**src/rtl/rcu_clk_div_pkg.sv**
```systemverilog
// Shared RCU clock-divider definitions: RDIV field geometry, FSM state
// encoding and the divisor clamp helpers used wherever RDIV is consumed.
package rcu_clk_div_pkg;

  localparam int unsigned RCU_RDIV_WIDTH   = 32;
  localparam int unsigned RCU_RDIV_MIN_VAL = 2;

  typedef enum logic {
    IDLE = 1'b0,
    RUN  = 1'b1
  } rcu_div_state_e;

  // True when a requested divisor is below the legal minimum (unsigned, full width).
  function automatic logic rcu_div_below_min(
    input logic [RCU_RDIV_WIDTH-1:0] div,
    input logic [RCU_RDIV_WIDTH-1:0] min_val
  );
    return (div < min_val);
  endfunction

  // Divisor actually applied: requests below the minimum are raised to it.
  function automatic logic [RCU_RDIV_WIDTH-1:0] rcu_eff_div(
    input logic [RCU_RDIV_WIDTH-1:0] div,
    input logic [RCU_RDIV_WIDTH-1:0] min_val
  );
    return rcu_div_below_min(div, min_val) ? min_val : div;
  endfunction

endpackage

```
**src/rtl/rcu_sync2.sv**
```systemverilog
// Two-flop level synchronizer with asynchronous active-low reset to 0.
// Shared by RCU stages that take control levels from another clock domain.
module rcu_sync2 (
  input  logic clk_i,
  input  logic rst_n_i,
  input  logic d_i,
  output logic q_o
);

  logic meta;
  logic sync;

  // Two back-to-back flops so the second stage only ever sees a settled value.
  always_ff @(posedge clk_i or negedge rst_n_i) begin
    if (!rst_n_i) begin
      meta <= 1'b0;
      sync <= 1'b0;
    end else begin
      meta <= d_i;
      sync <= meta;
    end
  end

  assign q_o = sync;

endmodule

```
**src/rtl/rcu_clk_div.sv**
```systemverilog
// Programmable integer clock divider fed by the RCU RDIV register.
// A new divisor is only loaded at a period boundary, so clk_o never glitches
// and a period is never cut short when the run request drops.
// Optional macro RCU_CLK_DIV_SYNC_EN: pass en_i through rcu_sync2 first
// (for an en_i from another clock domain; adds two cycles of start latency).
module rcu_clk_div
  import rcu_clk_div_pkg::*;
#(
  parameter int unsigned DIV_WIDTH = RCU_RDIV_WIDTH,
  parameter int unsigned DIV_MIN   = RCU_RDIV_MIN_VAL
) (
  input  logic                 clk_i,
  input  logic                 rst_n_i,
  input  logic                 en_i,
  input  logic [DIV_WIDTH-1:0] div_i,
  output logic                 clk_o,
  output logic                 tick_o,
  output logic                 busy_o,
  output logic [DIV_WIDTH-1:0] div_q_o,
  output logic                 clamp_o
);

  rcu_div_state_e       state, state_next;
  logic [DIV_WIDTH-1:0] cnt, cnt_next, cnt_inc;
  logic [DIV_WIDTH-1:0] div_q, div_q_next;
  logic [DIV_WIDTH-1:0] eff_div, half, last_cnt;
  logic                 clk_q, clk_next;
  logic                 clamp_q, clamp_next;
  logic                 div_low;
  logic                 en_run;

`ifdef RCU_CLK_DIV_SYNC_EN
  rcu_sync2 u_en_sync (
    .clk_i   (clk_i),
    .rst_n_i (rst_n_i),
    .d_i     (en_i),
    .q_o     (en_run)
  );
`else
  assign en_run = en_i;
`endif

  assign div_low  = rcu_div_below_min(RCU_RDIV_WIDTH'(div_i), RCU_RDIV_WIDTH'(DIV_MIN));
  assign eff_div  = DIV_WIDTH'(rcu_eff_div(RCU_RDIV_WIDTH'(div_i), RCU_RDIV_WIDTH'(DIV_MIN)));
  assign half     = div_q >> 1;
  assign last_cnt = div_q - DIV_WIDTH'(1);
  assign cnt_inc  = cnt + DIV_WIDTH'(1);

  // State, counter, divisor and output registers; all clear asynchronously.
  always_ff @(posedge clk_i or negedge rst_n_i) begin
    if (!rst_n_i) begin
      state   <= IDLE;
      cnt     <= '0;
      div_q   <= DIV_WIDTH'(DIV_MIN);
      clk_q   <= 1'b0;
      clamp_q <= 1'b0;
    end else begin
      state   <= state_next;
      cnt     <= cnt_next;
      div_q   <= div_q_next;
      clk_q   <= clk_next;
      clamp_q <= clamp_next;
    end
  end

  // Next-state logic: load divisor at start/period end, otherwise count the phase.
  always_comb begin
    state_next = state;
    cnt_next   = cnt;
    div_q_next = div_q;
    clk_next   = clk_q;
    clamp_next = clamp_q;
    case (state)
      IDLE: begin
        cnt_next = '0;
        clk_next = 1'b0;
        if (en_run) begin
          state_next = RUN;
          div_q_next = eff_div;
          clk_next   = 1'b1;
          clamp_next = clamp_q | div_low;
        end else begin
          state_next = IDLE;
        end
      end
      RUN: begin
        if (cnt == last_cnt) begin
          cnt_next = '0;
          if (en_run) begin
            div_q_next = eff_div;
            clk_next   = 1'b1;
            clamp_next = clamp_q | div_low;
          end else begin
            // Last cycle of a period is always in the low phase, so clk stays 0.
            state_next = IDLE;
            clk_next   = 1'b0;
          end
        end else begin
          cnt_next = cnt_inc;
          clk_next = (cnt_inc < half);
        end
      end
      default: begin
        state_next = IDLE;
        cnt_next   = '0;
        clk_next   = 1'b0;
      end
    endcase
  end

  assign clk_o   = clk_q;
  assign tick_o  = (state == RUN) && (cnt == last_cnt);
  assign busy_o  = (state == RUN);
  assign div_q_o = div_q;
  assign clamp_o = clamp_q;

endmodule

```
**config.mk**
```make
export PLATFORM = sky130hd
export DESIGN_NAME = rcu_clk_div
export DESIGN_NICKNAME = d
export VERILOG_FILES = /design/src/rtl/rcu_clk_div_pkg.sv /design/src/rtl/rcu_sync2.sv /design/src/rtl/rcu_clk_div.sv
export SDC_FILE = /design/constraint.sdc
export NUM_CORES = 1
export LEC_CHECK = 0
export CELL_PAD_IN_SITES_DETAIL_PLACEMENT = 0
export CELL_PAD_IN_SITES_GLOBAL_PLACEMENT = 2
export CORE_ASPECT_RATIO = 0.9
export CORE_MARGIN = 2
export CORE_UTILIZATION = 38
export DETAILED_ROUTE_END_ITERATION = 8
export PLACE_DENSITY_LB_ADDON = 0.1
export SLEW_MARGIN = 10
export SYNTH_ARGS = -nofsm -noshare
export SYNTH_HDL_FRONTEND = slang
export SYNTH_SLANG_ARGS = --single-unit
```
**constraint.sdc**
```tcl
create_clock -name clk_i -period 6.3 [get_ports clk_i]
set_input_delay 0.945 -clock clk_i [delete_from_list [all_inputs] [get_ports clk_i]]
set_output_delay 0.945 -clock clk_i [all_outputs]
set_load 0.03 [all_outputs]
```
* Yosys cells after proc, flatten, opt, wreduce, memory -nomap -nowiden
Index checks and enable logic that the tools add are counted.
W data, S select, Z words.
** Cells by class
- Reduce and logical (&&, ||, !) cells :: 1
- $add $sub $neg :: 2
- Bitwise gates (word level) :: 2
- Order comparisons :: 2
- Equal/unequal tests :: 2
- Muxes and demuxes :: 14
** Operators by type and width (number)
- $mux W32 :: 4
- $pmux W32 S2 :: 2
- $add A32 B1 Y32 const B :: 1
- $eq A32 B32 Y1 :: 1
- $lt A32 B2 Y1 const B :: 1
- $lt A32 B31 Y1 :: 1
- $sub A32 B1 Y32 const B :: 1
- $pmux W1 S2 :: 3
- $mux W1 :: 5
- $ne A2 B1 Y1 const B :: 1
- $logic_and A1 B1 Y1 :: 1
- $not A1 Y1 :: 1
- $or A1 B1 Y1 :: 1
** Storage, ports and cells
- Output and inout port bits :: 36
- Register bits after elaboration :: 67
- Logic and storage cells :: 28
- Input port bits :: 35

* Longest topological paths before layout
Gate-level depths: netlist of the first run.
- Word-level depth :: 5
- Gate-level depth with buffers :: 15
- Gate-level depth less buffers :: 15

* Worst setup path after synthesis of the first run
Ideal clock, no wire load.
- Path kind :: reg-to-output
- From :: register div_q[6] (netlist: div_q_o[6])
- To :: output tick_o
- Data required time :: 5.355 ns
- Cell stages (with the launch flop) :: 9
- Path slack :: 2.417 ns
- Arrival :: 2.938 ns
- Buffers on the path :: 1
- Cell sequence :: dfrtp_1 buf_2 or4_4 or4_4 nor4b_4 xnor2_1 a2111oi_2 and4_1 and3_1
** On the way
- Longest elaborated chain between the ends :: 3
** Ends and longest elaborated chain
- start, declared :: line rcu_clk_div.sv:25 : logic [DIV_WIDTH-1:0] div_q, div_q_next;
- start signal, assigned :: line rcu_clk_div.sv:54 : div_q <= DIV_WIDTH'(DIV_MIN);
- start signal, assigned :: line rcu_clk_div.sv:60 : div_q <= div_q_next;
- $sub A32 B1 Y32 :: line rcu_clk_div.sv:46 : assign last_cnt = div_q - DIV_WIDTH'(1);
- $eq A32 B32 Y1 :: line rcu_clk_div.sv:112 : assign tick_o = (state == RUN) && (cnt == last_cnt);
- $logic_and A1 B1 Y1 :: line rcu_clk_div.sv:112
- end, declared :: line rcu_clk_div.sv:17 : output logic tick_o,
Every way passes these cells.

* Worst setup path in the final report of the first run
- From :: register div_q[2] (netlist: div_q_o[2])
- To :: output tick_o
Same word-level chain as after synthesis.

==> impl_summary.log, run 1 <==
[metrics] status: completed
[metrics] area of the mapped netlist: 5060 µm²
[metrics] DIE HEIGHT: 113 µm
[metrics] arrival time reported for the critical path endpoint: 3.95 ns
[metrics] count of nets after finishing: 661
[metrics] via count of the first global-routing pass: 4248
[metrics] reg2reg start: cnt[0]$_DFF_PN0_
[metrics] end of the worst register-to-register path: clk_o$_DFF_PN0_
[metrics] clock slew at the register clock pins of the worst setup and hold paths: 0.06 ns
[metrics] Cell Count Post-Placement: 747
[metrics] Worst Hold End: clamp_o$_DFFE_PN0P_
[metrics] die area: 14300 µm²
[metrics] peak fanout along the critical path: 10
[metrics] Routability Congestion: 0.881
[metrics] Distinct cells, synth: 60
[metrics] most instantiated flip-flop cell in the synthesis netlist: sky130_fd_sc_hd__dfrtp_1
[metrics] post-synthesis sequential element count: 67
[metrics] post-detailed-route via-to-cell ratio: 5.49
[metrics] ANT nets after route: 0
[metrics] number of vias after detailed routing: 4185
[metrics] number of max-cap violations: 0
[metrics] number of buffers created by CTS: 9
[metrics] antenna violations before repair: 0
[metrics] final routed wirelength across all metal layers: 14800 µm
[metrics] maximum cell stage delay along the critical path: 0.71 ns
[metrics] startpoint of the tightest hold check path: clamp_o$_DFFE_PN0P_
[metrics] hold-critical path depth: 1
[metrics] number of synthesized flops with an enable pin: 0
[metrics] top cell type by total area after synthesis: sky130_fd_sc_hd__dfrtp_1
[metrics] CTS tree: built
[metrics] type of element launching the critical path: register
[metrics] worst-margin pin slew: 0.893 ns
[metrics] area of the core: 12800 µm²
[metrics] Resized cells post-CTS: 0
[metrics] number of rows in the core area: 39
[metrics] wire length of the first global-routing pass: 23900 µm
[metrics] net switching power of the design: 0.371 mW
[metrics] filler-free cell count of the finished design: 762
[metrics] Final period util: 0.777
[metrics] async set-reset flop share out of synthesis: 1.00
[metrics] register area share after synthesis: 0.332
[metrics] antenna diode instance count: 0
[metrics] share of post-route cells with drive strength above 1: 0.102
[metrics] net switching share of the total power: 0.303
[metrics] Leakage: 2.73 nW
[metrics] RSZ-0062 raised after global routing: no
[metrics] mean instance size in the synthesized netlist: 9.59 µm²
[metrics] total congestion overflow: 0
[metrics] Buffers on Ports: 70
[metrics] Int Pwr: 0.855 mW
[metrics] Die X-Extent: 126 µm
[metrics] Flop pwr share: 0.416
[metrics] power share of the clock group: 0.376
[metrics] combinational share of power: 0.208
[metrics] DPL Wire Length: 11400 µm
[metrics] top-level port count: 71
[metrics] Final Hold Slack: 0.483 ns
[metrics] Slew Viols, Final: 0
[metrics] H-tree Lvls: 3
[metrics] clock insertion delay at the later pin of the skew report: 0.34 ns
[metrics] worst path bufs/invs: 1
[metrics] Overall Power: 1.23 mW
[metrics] Worst setup EP type: primary output
[metrics] Syn Nets: 595
[metrics] Iter 0 DRT Violations: 224
[metrics] Routed wire per std cell: 19.4 µm
[metrics] classification of the worst-slack hold path: register to register
[metrics] fraction of post-synthesis cell area in the top cell type by area: 0.326
[metrics] number of cells produced by synthesis: 528
[metrics] most common cell after layout, fill and taps aside: sky130_fd_sc_hd__clkdlybuf4s50_1
[metrics] Starting Density: 0.394
[metrics] Period minus WS final: 4.89 ns
[metrics] critical path, cell by cell: or4_1 > nor4_1 > and3_1 > xnor2_1 > nor4_1 > and4_1 > and3_1 > clkdlybuf4s50_1
[metrics] maximum number of pins on one net before global-route repair: 68
[metrics] root buffer cell: sky130_fd_sc_hd__clkbuf_16
[metrics] Final setup violation count: 0
[metrics] remaining design rule violation count: 0
[metrics] maximum number of buffers from clock root to sink: 2
[metrics] required time reported for the critical path endpoint: 5.35 ns
[metrics] highest-count cells in the layout ignoring fill and taps: sky130_fd_sc_hd__clkdlybuf4s50_1 (69), sky130_fd_sc_hd__dfrtp_1 (66), sky130_fd_sc_hd__xnor2_1 (50)
[metrics] highest-delay cell along the critical path: sky130_fd_sc_hd__or4_1
[metrics] dominant cells by area after synthesis: sky130_fd_sc_hd__dfrtp_1 (33%), sky130_fd_sc_hd__xnor2_1 (8.7%), sky130_fd_sc_hd__mux2_4 (8.0%)
[metrics] Fin. Hold Viols: 0
[metrics] cell family contributing the most delay on the critical path: simple AND/OR/NAND/NOR gates
[metrics] synth warn: 0
[metrics] Slew Limit Headroom: 0.405
[metrics] Post-CTS Repair Setup Buffers: 0
[metrics] maximum vdd drop: 162 µV
[metrics] depth of the worst register-to-register path: 11
[metrics] internal reg-to-reg setup slack: 2.22 ns
[metrics] setup TNS: 0 ns
[metrics] CTS Hold Buffers Added: 0
[metrics] total track usage: 0.217
[metrics] Initial DRT Pass Iterations: 5
[metrics] worst setup skew after layout: 0.00603 ns
[metrics] Worst Path Class, Setup: register to primary output
[metrics] CTS sink cnt: 67
[metrics] synthesis-to-layout area growth: 21.7%
[metrics] highest clock frequency the design can meet: 204 MHz
[metrics] PwrDens: 199 nW/µm²
==> cell usage after synthesis, types with 2 or more instances <==
cell and count:
sky130_fd_sc_hd__dfrtp_1 66, sky130_fd_sc_hd__xnor2_1 50, sky130_fd_sc_hd__inv_1 38, sky130_fd_sc_hd__nor2b_1 36, sky130_fd_sc_hd__ha_1 32, sky130_fd_sc_hd__mux2_4 27, sky130_fd_sc_hd__nand2_1 25, sky130_fd_sc_hd__nor2_1 25
sky130_fd_sc_hd__nand3_1 22, sky130_fd_sc_hd__nor4_1 21, sky130_fd_sc_hd__xor2_1 17, sky130_fd_sc_hd__nand4_1 15, sky130_fd_sc_hd__o21ai_0 15, sky130_fd_sc_hd__a21oi_1 12, sky130_fd_sc_hd__nor3_1 12, sky130_fd_sc_hd__clkbuf_1 10
sky130_fd_sc_hd__and3_1 9, sky130_fd_sc_hd__and4_1 7, sky130_fd_sc_hd__or4_1 7, sky130_fd_sc_hd__a21o_1 5, sky130_fd_sc_hd__or3_1 5, sky130_fd_sc_hd__a31oi_1 4, sky130_fd_sc_hd__buf_2 4, sky130_fd_sc_hd__nand2b_1 4
sky130_fd_sc_hd__a2111oi_0 3, sky130_fd_sc_hd__and2_1 3, sky130_fd_sc_hd__buf_6 3, sky130_fd_sc_hd__mux2_1 3, sky130_fd_sc_hd__mux2_2 3, sky130_fd_sc_hd__mux2i_1 3, sky130_fd_sc_hd__o31ai_1 3, sky130_fd_sc_hd__a211oi_1 2
sky130_fd_sc_hd__a21boi_0 2, sky130_fd_sc_hd__a41oi_1 2, sky130_fd_sc_hd__nor4_2 2, sky130_fd_sc_hd__o211ai_1 2, sky130_fd_sc_hd__o21a_1 2, sky130_fd_sc_hd__o311ai_0 2, sky130_fd_sc_hd__o311ai_1 2, sky130_fd_sc_hd__or2_2 2
sky130_fd_sc_hd__or4_4 2
==> final cells by class <==
cell class | instances | area [µm²]
flip-flops and latches | 67 | 1680
fillers | 1254 | 6680
clock buffers | 12 | 246
clock inverters | 3 | 15.0
inverters | 38 | 143
well taps | 164 | 205
repair buffers | 73 | 718
multi-input cells | 405 | 3150
==> cells by family after synthesis <==
family                   synth area share
buffers and inverters              0.0470
AO/OA/AOI/OAI                      0.0944
adder cells (fa/ha/maj)            0.0791
XOR/XNOR                            0.116
multiplexers                       0.0994
flip-flops                          0.332
AND/OR/NAND/NOR                     0.233
==> metrics by stage <==
step / area, µm² / utilization / setup slack, ns
after CTS: 6160 / 0.480 / 1.32
after global routing: 6160 / 0.480 / 1.18
after floorplan: 5060 / - / 2.42
after global placement: 5900 / 0.459 / 1.71
final: 6160 / 0.480 / 1.41
after detailed placement: 5900 / 0.459 / 1.72
==> worst reg2reg max path, stage by stage, from the launching register on <==
cell and delay, ns:
sky130_fd_sc_hd__dfrtp_1 0.45, sky130_fd_sc_hd__ha_1 0.24, sky130_fd_sc_hd__and4_1 0.32, sky130_fd_sc_hd__nand2_1 0.16
sky130_fd_sc_hd__nor4_1 0.74, sky130_fd_sc_hd__xnor2_1 0.18, sky130_fd_sc_hd__ha_1 0.34, sky130_fd_sc_hd__nand4_1 0.16
sky130_fd_sc_hd__a211oi_1 0.43, sky130_fd_sc_hd__o41ai_1 0.22, sky130_fd_sc_hd__a2111oi_0 0.53, sky130_fd_sc_hd__o31ai_1 0.16
==> power groups by stage <==
| stage | sequential (mW) | combinational [mW] | clock, mW |
|---|---|---|---|
| 5_1_grt | 0.515 | 0.281 | 0.492 |
| 2_1_floorplan | 0.510 | 0.155 | 0 |
| 6_report | 0.510 | 0.255 | 0.462 |
| 4_1_cts | 0.509 | 0.258 | 0.473 |
| 3_5_place_dp | 0.517 | 0.255 | 0 |
| 3_3_place_gp | 0.517 | 0.255 | 0 |
==> worst max-delay path by stage <==
stage / startpoint / to / slack, ns / cells after the start
floorplan: div_q_o[6]$_DFFE_PN0P_ / tick_o / 2.42 / 8
global placement: div_q_o[2]$_DFFE_PN0P_ / tick_o / 1.71 / 8
detailed placement: div_q_o[3]$_DFFE_PN0P_ / tick_o / 1.72 / 8
CTS: div_q_o[3]$_DFFE_PN0P_ / tick_o / 1.32 / 8
global route: div_q_o[2]$_DFFE_PN0P_ / tick_o / 1.18 / 8
finish: div_q_o[2]$_DFFE_PN0P_ / tick_o / 1.41 / 8
==> registers in the layout, summed over array words and instances, names as in the netlist <==
| name | count |
|---|---|
| busy_o | 1 |
| clamp_o | 1 |
| clk_o | 1 |
| cnt | 32 |
| div_q_o | 32 |
==> per-layer routing <==
metal | part of all wire | vias to the layer above | GRT usage
met2 | 0.43 | 96 | 0.322
met1 | 0.52 | 2040 | 0.322
met4 | 0.014 | 0 | 0.0615
li1 | - | 2036 | -
met5 | 0 | - | 0
met3 | 0.041 | 13 | 0.0441
(Power assumes the default switching activity.)
==> run 2, diff against run 1 <==
CORE_UTILIZATION = 32   (was 38)
clock period = 4.4 ns   (was 6.3 ns; I/O delays follow)
==> impl_summary.log, run 2 (synthesized netlist as in run 1, its figures left out) <==
[metrics] Iter 0 DRT Violations: 307
[metrics] number of rows in the core area: 43
[metrics] ANT nets after route: 0
[metrics] total track usage: 0.203
[metrics] antenna diode instance count: 0
[metrics] footprint of the multi-input gates: 3150 µm²
[metrics] antenna violations before repair: 0
[metrics] Buffers on Ports: 70
[metrics] highest clock frequency the design can meet: 235 MHz
[metrics] remaining design rule violation count: 0
[metrics] number of vias after detailed routing: 4265
[metrics] CTS sink cnt: 67
[metrics] Slew Limit Headroom: 0.398
[metrics] Initial DRT Pass Iterations: 5
[metrics] Die X-Extent: 137 µm
[metrics] maximum number of pins on one net before global-route repair: 68
[metrics] post-detailed-route via-to-cell ratio: 5.24
[metrics] Starting Density: 0.328
[metrics] classification of the worst-slack hold path: register to register
[metrics] top-level port count: 71
[metrics] worst-margin pin slew: 0.904 ns
[metrics] DPL Wire Length: 12500 µm
[metrics] Post-CTS Repair Setup Buffers: 0
[metrics] status: completed
[metrics] internal reg-to-reg setup slack: 0.36 ns
[metrics] RSZ-0062 raised after global routing: no
[metrics] net switching power of the design: 0.560 mW
[metrics] depth of the worst register-to-register path: 9
[metrics] CTS Hold Buffers Added: 0
[metrics] total congestion overflow: 0
[metrics] final routed wirelength across all metal layers: 16100 µm
[metrics] Leakage: 2.81 nW
[metrics] wire length of the first global-routing pass: 25300 µm
[metrics] arrival time reported for the critical path endpoint: 3.59 ns
[metrics] Final setup violation count: 0
[metrics] number of max-cap violations: 0
[metrics] area of the core: 15400 µm²
[metrics] power share of the clock group: 0.396
[metrics] Worst setup EP type: primary output
[metrics] hold-critical path depth: 1
[metrics] fill count: 1507
[metrics] peak fanout along the critical path: 7
[metrics] PwrDens: 291 nW/µm²
[metrics] net switching share of the total power: 0.304
[metrics] DIE HEIGHT: 123 µm
[metrics] via count of the first global-routing pass: 4321
[metrics] most common cell after layout, fill and taps aside: sky130_fd_sc_hd__clkdlybuf4s50_1
[metrics] setup TNS: 0 ns
[metrics] highest-count cells in the layout ignoring fill and taps: sky130_fd_sc_hd__clkdlybuf4s50_1 (68), sky130_fd_sc_hd__dfrtp_1 (66), sky130_fd_sc_hd__xnor2_1 (50)
[metrics] required time reported for the critical path endpoint: 3.74 ns
[metrics] root buffer cell: sky130_fd_sc_hd__clkbuf_16
[metrics] maximum number of buffers from clock root to sink: 2
[metrics] Flop pwr share: 0.388
[metrics] share of post-route cells with drive strength above 1: 0.124
[metrics] sequential standard cell area: 1680 µm²
[metrics] clock slew at the register clock pins of the worst setup and hold paths: 0.06 ns
[metrics] Fin. Hold Viols: 0
[metrics] CTS tree: built
[metrics] worst setup skew after layout: 0.00995 ns
[metrics] Routed wire per std cell: 19.8 µm
[metrics] die area: 16800 µm²
[metrics] H-tree Lvls: 3
[metrics] type of element launching the critical path: register
[metrics] clock insertion delay at the later pin of the skew report: 0.35 ns
[metrics] Routability Congestion: 0.846
[metrics] number of buffers created by CTS: 9
[metrics] Worst Path Class, Setup: register to primary output
[metrics] Overall Power: 1.84 mW
[metrics] count of nets after finishing: 674
[metrics] Resized cells post-CTS: 0
[metrics] combinational share of power: 0.217
[metrics] Int Pwr: 1.28 mW
[metrics] Period minus WS final: 4.25 ns
[metrics] maximum vdd drop: 185 µV
[metrics] Final period util: 0.966
[metrics] synthesis-to-layout area growth: 25.3%
[metrics] Slew Viols, Final: 0
==> run 2: cell types whose count changed in the layout (fill, tap and decap cells not counted) <==
cell	delta
sky130_fd_sc_hd__clkinv_2	-1
sky130_fd_sc_hd__buf_4	+13
sky130_fd_sc_hd__clkinvlp_4	+2
sky130_fd_sc_hd__bufinv_16	+1
sky130_fd_sc_hd__buf_12	+1
sky130_fd_sc_hd__clkdlybuf4s50_1	-1
sky130_fd_sc_hd__clkbuf_8	-1
==> run 2: path summary, 6_finish.rpt <==
kind,from,to
max in group asynchronous,rst_n_i,cnt[30]$_DFF_PN0_
setup reg to reg,div_q_o[3]$_DFFE_PN0P_,div_q_o[2]$_DFFE_PN0P_
hold / removal,clamp_o$_DFFE_PN0P_,clamp_o$_DFFE_PN0P_
setup / recovery,div_q_o[9]$_DFFE_PN0P_,tick_o
min in group asynchronous,rst_n_i,div_q_o[13]$_DFFE_PN0P_
hold reg to reg,clamp_o$_DFFE_PN0P_,clamp_o$_DFFE_PN0P_
==> run 2: critical path: stages (launching register included) <==
cell,delay [ns]
sky130_fd_sc_hd__dfrtp_1,0.48
sky130_fd_sc_hd__or4_1,0.66
sky130_fd_sc_hd__or4_4,0.62
sky130_fd_sc_hd__nor4b_4,0.24
sky130_fd_sc_hd__xnor2_1,0.15
sky130_fd_sc_hd__a2111oi_2,0.32
sky130_fd_sc_hd__and4_1,0.37
sky130_fd_sc_hd__and3_1,0.23
sky130_fd_sc_hd__buf_4,0.17
==> run 2: cell type report <==
class / instances / area share
clock buffers: 11 / 0.0367
repair buffers: 86 / 0.130
inverters: 38 / 0.0225
well taps: 202 / 0.0399
clock inverters: 5 / 0.00868
multi-input cells: 405 / 0.497
flip-flops and latches: 67 / 0.265
==> run 2: metal layers <==
layer  wire length (µm)  GRT usage
met1               8530      0.308
met2               6740      0.289
met3                625     0.0459
met4                235     0.0508
met5                  0          0
==> run 2: stage by stage <==
step                std cells  hold WS, ns  setup slack [ns]   util  area (µm²)
floorplan                 528        0.364             0.802      -        5060
finish                    814        0.480             0.151  0.411        6340
global placement          798        0.460             0.420  0.392        6050
CTS                       814        0.482             0.189  0.411        6340
detailed placement        798        0.455             0.354  0.392        6050
global route              814        0.499            0.0128  0.411        6340
==> run 2: power groups by stage <==
stage | sequential [mW] | combinational (mW) | clock, mW
2_1_floorplan | 0.731 | 0.222 | 0
3_3_place_gp | 0.727 | 0.399 | 0
3_5_place_dp | 0.726 | 0.400 | 0
4_1_cts | 0.716 | 0.403 | 0.747
5_1_grt | 0.724 | 0.440 | 0.775
6_report | 0.715 | 0.400 | 0.729
